===== src/rtl/cpu_types_pkg.sv =====
// Shared processor-side types for the memory arbiter and related blocks.
//   ramstate_t  : state reported by the cpu_ram_if RAM port
//   arb_state_t : arbiter FSM state
//   word_t      : 32-bit data word
//   CORE*_I/_D  : requester indices (core0 I, core0 D, core1 I, core1 D)
package cpu_types_pkg;

    typedef enum logic [1:0] {
        FREE   = 2'd0,
        BUSY   = 2'd1,
        ACCESS = 2'd2,
        ERROR  = 2'd3
    } ramstate_t;

    // Prefixed so the literals do not collide with ramstate_t::BUSY.
    typedef enum logic {
        ARB_IDLE = 1'b0,
        ARB_BUSY = 1'b1
    } arb_state_t;

    typedef logic [31:0] word_t;

    localparam int CORE0_I = 0;
    localparam int CORE0_D = 1;
    localparam int CORE1_I = 2;
    localparam int CORE1_D = 3;

endpackage


===== src/rtl/rr_pick.sv =====
// Combinational round-robin picker: finds the first set bit of req,
// scanning from last+1 and wrapping at NREQ-1 (works for any NREQ >= 2,
// not just powers of two).
// Ports:
//   req   in  NREQ  request vector
//   last  in  GW    index served most recently
//   hit   out 1     at least one request present
//   index out GW    winning requester index (0 when no hit)
module rr_pick #(
    parameter int NREQ = 4,
    parameter int GW   = $clog2(NREQ)
) (
    input  logic [NREQ-1:0] req,
    input  logic [GW-1:0]   last,
    output logic            hit,
    output logic [GW-1:0]   index
);

    logic [GW-1:0] cand_s;

    // Walk the candidates in round-robin order, keep the first one requesting.
    always_comb begin
        hit    = 1'b0;
        index  = '0;
        cand_s = last;
        for (int i = 0; i < NREQ; i++) begin
            if (cand_s == GW'(NREQ - 1)) begin
                cand_s = '0;
            end else begin
                cand_s = cand_s + GW'(1);
            end
            if (!hit && req[cand_s]) begin
                hit   = 1'b1;
                index = cand_s;
            end else begin
                hit   = hit;
                index = index;
            end
        end
    end

endmodule


===== src/rtl/mem_arbiter.sv =====
// Round-robin arbiter between NREQ cache requesters and a single RAM port.
// One transaction outstanding at a time; an IDLE arbitration cycle precedes
// every grant.
// Optional feature macro: ARB_TIMEOUT_EN -- abort a grant that sits in BUSY
// for TIMEOUT cycles without ACCESS/ERROR (raises arb_err).
// Ports:
//   CLK, nRST            clock, asynchronous active-low reset
//   req_ren/req_wen      per-requester read/write request (NREQ)
//   req_addr/req_store   per-requester address / write data
//   req_wait             per-requester hold indication
//   req_load             read data (valid in the completion cycle)
//   memREN/memWEN        RAM enables
//   memaddr/memstore     RAM address / write data
//   ramload, ramstate    RAM read data and status
//   arb_err              one-cycle pulse on an aborted transaction
module mem_arbiter
    import cpu_types_pkg::*;
#(
    parameter int NREQ    = 4,
    parameter int AW      = 32,
    parameter int DW      = 32,
    parameter int TIMEOUT = 255
) (
    input  logic                     CLK,
    input  logic                     nRST,
    input  logic [NREQ-1:0]          req_ren,
    input  logic [NREQ-1:0]          req_wen,
    input  logic [NREQ-1:0][AW-1:0]  req_addr,
    input  logic [NREQ-1:0][DW-1:0]  req_store,
    output logic [NREQ-1:0]          req_wait,
    output logic [DW-1:0]            req_load,
    output logic                     memREN,
    output logic                     memWEN,
    output logic [AW-1:0]            memaddr,
    output logic [DW-1:0]            memstore,
    input  logic [DW-1:0]            ramload,
    input  ramstate_t                ramstate,
    output logic                     arb_err
);

    localparam int GW = $clog2(NREQ);

    if (TIMEOUT < 1 || TIMEOUT > 255) begin : g_timeout_range
        $error("TIMEOUT must fit the 8-bit BUSY counter");
    end

    arb_state_t      state_r;
    logic [GW-1:0]   grant_r;
    logic [GW-1:0]   last_r;

    logic [NREQ-1:0] active_s;
    logic            pick_hit_s;
    logic [GW-1:0]   pick_idx_s;
    logic            busy_s;
    logic            ren_g_s;
    logic            wen_g_s;
    logic            held_s;
    logic            timeout_s;
    logic            done_s;
    logic            err_s;

    assign active_s = req_ren | req_wen;

    rr_pick #(
        .NREQ (NREQ),
        .GW   (GW)
    ) u_pick (
        .req   (active_s),
        .last  (last_r),
        .hit   (pick_hit_s),
        .index (pick_idx_s)
    );

`ifdef ARB_TIMEOUT_EN
    logic [7:0] cnt_r;
    assign timeout_s = (cnt_r == 8'(TIMEOUT));

    // BUSY-cycle counter: cleared on grant, counts cycles without completion.
    always_ff @(posedge CLK or negedge nRST) begin
        if (!nRST) begin
            cnt_r <= 8'd0;
        end else if (state_r == ARB_IDLE) begin
            cnt_r <= 8'd0;
        end else if (!done_s) begin
            cnt_r <= cnt_r + 8'd1;
        end else begin
            cnt_r <= cnt_r;
        end
    end
`else
    assign timeout_s = 1'b0;
`endif

    // Decode the granted requester and the completion/abort conditions.
    // A requester that drops its request wins over ERROR/timeout: silent abort.
    always_comb begin
        busy_s  = (state_r == ARB_BUSY);
        ren_g_s = req_ren[grant_r];
        wen_g_s = req_wen[grant_r];
        held_s  = ren_g_s | wen_g_s;
        err_s   = busy_s && held_s && ((ramstate == ERROR) || timeout_s);
        done_s  = busy_s && held_s && ((ramstate == ACCESS) || (ramstate == ERROR) || timeout_s);
    end

    // RAM-side and requester-side outputs; write takes priority over read.
    always_comb begin
        req_wait = active_s;
        memREN   = 1'b0;
        memWEN   = 1'b0;
        memaddr  = '0;
        memstore = '0;
        if (busy_s) begin
            memREN   = ren_g_s & ~wen_g_s;
            memWEN   = wen_g_s;
            memaddr  = req_addr[grant_r];
            memstore = req_store[grant_r];
        end else begin
            memREN   = 1'b0;
        end
        if (done_s) begin
            req_wait[grant_r] = 1'b0;
        end else begin
            req_wait = req_wait;
        end
    end

    assign req_load = ramload;
    assign arb_err  = err_s;

    // Arbiter FSM: IDLE picks the next requester, BUSY waits for completion.
    always_ff @(posedge CLK or negedge nRST) begin
        if (!nRST) begin
            state_r <= ARB_IDLE;
            grant_r <= '0;
            last_r  <= GW'(NREQ - 1);
        end else begin
            case (state_r)
                ARB_IDLE: begin
                    if (pick_hit_s) begin
                        grant_r <= pick_idx_s;
                        state_r <= ARB_BUSY;
                    end else begin
                        state_r <= ARB_IDLE;
                    end
                end
                ARB_BUSY: begin
                    if (!held_s) begin
                        state_r <= ARB_IDLE;
                    end else if (done_s) begin
                        last_r  <= grant_r;
                        state_r <= ARB_IDLE;
                    end else begin
                        state_r <= ARB_BUSY;
                    end
                end
                default: begin
                    state_r <= ARB_IDLE;
                end
            endcase
        end
    end

endmodule


===== config.mk =====
export PLATFORM = sky130hd
export DESIGN_NAME = mem_arbiter
export DESIGN_NICKNAME = d
export VERILOG_FILES = /design/src/rtl/cpu_types_pkg.sv /design/src/rtl/rr_pick.sv /design/src/rtl/mem_arbiter.sv
export SDC_FILE = /design/constraint.sdc
export NUM_CORES = 1
export LEC_CHECK = 0
export CORE_AREA = 3 3 157 159
export CTS_CLUSTER_DIAMETER = 200
export DETAILED_ROUTE_END_ITERATION = 6
export DIE_AREA = 0 0 160 162
export GPL_TIMING_DRIVEN = 1
export PLACE_DENSITY = 0.56
export SYNTH_ARGS = -nofsm -noshare
export SYNTH_HDL_FRONTEND = slang
export SYNTH_HIERARCHICAL = 1
export SYNTH_SLANG_ARGS = --single-unit
export TNS_END_PERCENT = 5

===== constraint.sdc =====
create_clock -name CLK -period 6.2 [get_ports CLK]
set_input_delay 1.86 -clock CLK [delete_from_list [all_inputs] [get_ports CLK]]
set_output_delay 1.86 -clock CLK [all_outputs]
set_load 0.01 [all_outputs]

==> key figures <==
Setup path
  • Maximum fanout along the worst path: 6
  • CP startpoint kind: input pin
  • CP startpoint: req_wen[3]
  • Worst Path Arrival: 3830 ps
  • Crit path required time: 4340 ps
  • Worst R2R Start: grant_r[0]$_DFFE_PN0P_
  • Crit. End Element: output port
  • Crit Path Category: input pin to output port

STA
  • RSZ-0062 raised after global routing: false
  • Final Cycle Share: 0.918
  • Slew @ Worst Pin: 760 ps
  • Fin. Hold Viols: 0
  • Setup-failing EPs final: 0
  • Skew final: 4.10 ps
  • Slew HR: 0.494
  • Max-slew violation count: 0
  • Setup TNS: 0 ps
  • Final WS setup: 508 ps
  • Tmin final: 5690 ps
  • FMAX: 0.176 GHz

Clock tree
  • Hold Buf Count CTS: 0
  • Clock transition at path regs: 30 ps
  • Max clock buf depth: 2
  • CTS Sinks: 5
  • Post CTS Setup Buffer Count: 0
  • CTS Buf Count: 3
  • Post-CTS sizing: 0
  • TritonCTS clock tree: done
  • Root buffer cell: clkbuf_16
  • H-Tree Level Count: 1
  • Clock latency on the worst-skew pair: 230 ps

Power
  • Leakage: 2.11 nW
  • Tot Pwr: 2.00 mW
  • Flop pwr share: 0.115
  • Switch Pwr: 0.764 mW
  • Clock network power share: 0.053
  • Internal: 1.24 mW
  • Switching Fraction: 0.381
  • Pwr Density: 323 nW/µm²
  • VDD IR-drop max: 0.000218 V
  • Gate power share: 0.832

Synthesis
  • Count of cell types in the netlist: 27
  • Mapped cell area: 2650 µm²
  • Largest family of logic cells by synthesized area: multiplexers
  • Mux contribution to synthesized area: 0.572
  • Area share of fa/ha/maj cells after synthesis: 0.00472
  • Post-Syn Area per Cell: 11.6 µm²
  • Ys async rst share: 1.00
  • Synth Warn #: 6
  • Seq cells post-synth: 5
  • Simple-gate share of the synthesized area: 0.186
  • Top_reg_cell synth: dfrtp_1
  • Compound-Gate Fraction of Synth Area: 0.0514
  • Synth Area in XOR/XNOR: 0
  • Post-synthesis sequential area ratio: 0.0481
  • Cell count after synthesis: 229
  • Post-synth EDFFs: 0
  • Synth Net Count: 530

GRT
  • Total grt overflow: 0
  • Initial antenna violation count: 1
  • Vias in the first global route: 3,567
  • Total Routing Usage GR: 0.106
  • First-pass GRT wire length: 21,500 µm
  • Largest net degree at the start of global routing: 52

Cells and area
  • Layout cells sized above 1: 0.166
  • Synth-to-Final Area Change: 134%
  • Most common cell after layout, fill and taps aside: clkdlybuf4s50_1
  • Nets: 821
  • Most frequent cells in the layout: clkdlybuf4s50_1, mux4_2, and2_1
  • Diode count: 0

Die
  • DIE HEIGHT: 162 µm
  • Die width: 160 µm
  • Die area: 25,900 µm²
  • Initial Utilization: 0.113
  • Core box area: 23,400 µm²
  • I/O pin cnt: 403
  • # rows: 56

Run status
  • Status: finished clean

Flow run
  • Max-cap violations: 0

Place
  • Final Wtd Congestion: 0.718
  • DP HPWL: 13,200 µm
  • Post-place setup slack: 486 ps
  • Port Buf Inserts: 338

Drt
  • Final ANT Viol Nets: 0
  • Iteration-0 DRC Markers: 92
  • Post-DR vias/cell: 3.81
  • Detailed Routing Iterations Pass 1: 4
  • Average routed wire per standard cell: 18.0 µm
  • DRT Wirelength: 15,100 µm
  • Detailed-route via count: 3,190
  • DRC Markers: 0

Worst hold path
  • Worst hold path class: register to register
  • Hold_sp: last_r[1]$_DFFE_PN1P_
[registers in the layout, indices dropped and copies added (netlist names)]
register and flops:
busy_s 1, grant_r 2, last_r 2
[power groups by stage]
stage	clock [mW]	combinational [mW]	sequential (mW)
after floorplan	0	1.06	0.0679
after global placement	0	1.69	0.242
after detailed placement	0	1.69	0.246
after CTS	0.108	1.70	0.247
after global routing	0.111	1.78	0.259
final	0.106	1.67	0.231
[layout make-up]
type	count	area, µm²
fillers	2513	17200
inverters	3	11.3
clock buffers	4	78.8
repair buffers	341	3420
multi-input cells	166	2160
well taps	319	399
flip-flops and latches	5	136
[final timing paths]
check | to | slack, ps | cells past startpoint
min reg2reg | last_r[1]$_DFFE_PN1P_ | 630 | 1
max in group asynchronous | last_r[1]$_DFFE_PN1P_ | 4080 | 1
max reg2reg | last_r[1]$_DFFE_PN1P_ | 3910 | 3
min | last_r[1]$_DFFE_PN1P_ | 630 | 1
min in group asynchronous | grant_r[0]$_DFFE_PN0P_ | 1860 | 1
max | req_wait[1] | 510 | 5
[metrics by stage]
step / cells / hold slack [ps] / utilization / cell area [µm²]
final: 838 / 632 / 0.265 / 6200
after global placement: 834 / 619 / 0.262 / 6120
after detailed placement: 834 / 632 / 0.262 / 6120
after global routing: 838 / 639 / 0.265 / 6200
after CTS: 838 / 636 / 0.265 / 6200
after floorplan: 229 / 603 / - / 2650
[logic make-up after synthesis]
group,Yosys count
mux,68
flops,5
simple gates,82
fa+ha+maj,1
buf+inv,58
compound gates,15
[layer usage]
metal,wire (µm),track usage
met1,6040,0.132
met3,1320,0.0311
met4,203,0.0174
met2,7520,0.186
met5,0,0
[worst max-delay path, stage by stage]
cell and delay [ps]:
clkdlybuf4s50_1 420, mux4_2 540, o211ai_4 310, o31a_1 160, clkdlybuf4s50_1 530
[Yosys cell counts, types with 4 or more instances]
cell,n,area (µm²)
and2_1,65,407
nand2_1,4,15.0
clkbuf_1,12,45.0
buf_2,7,35.0
buf_4,35,263
mux4_2,66,1490
or2_2,4,25.0
o31a_1,4,35.0
Note: power is estimated with default switching activity, not from simulation.
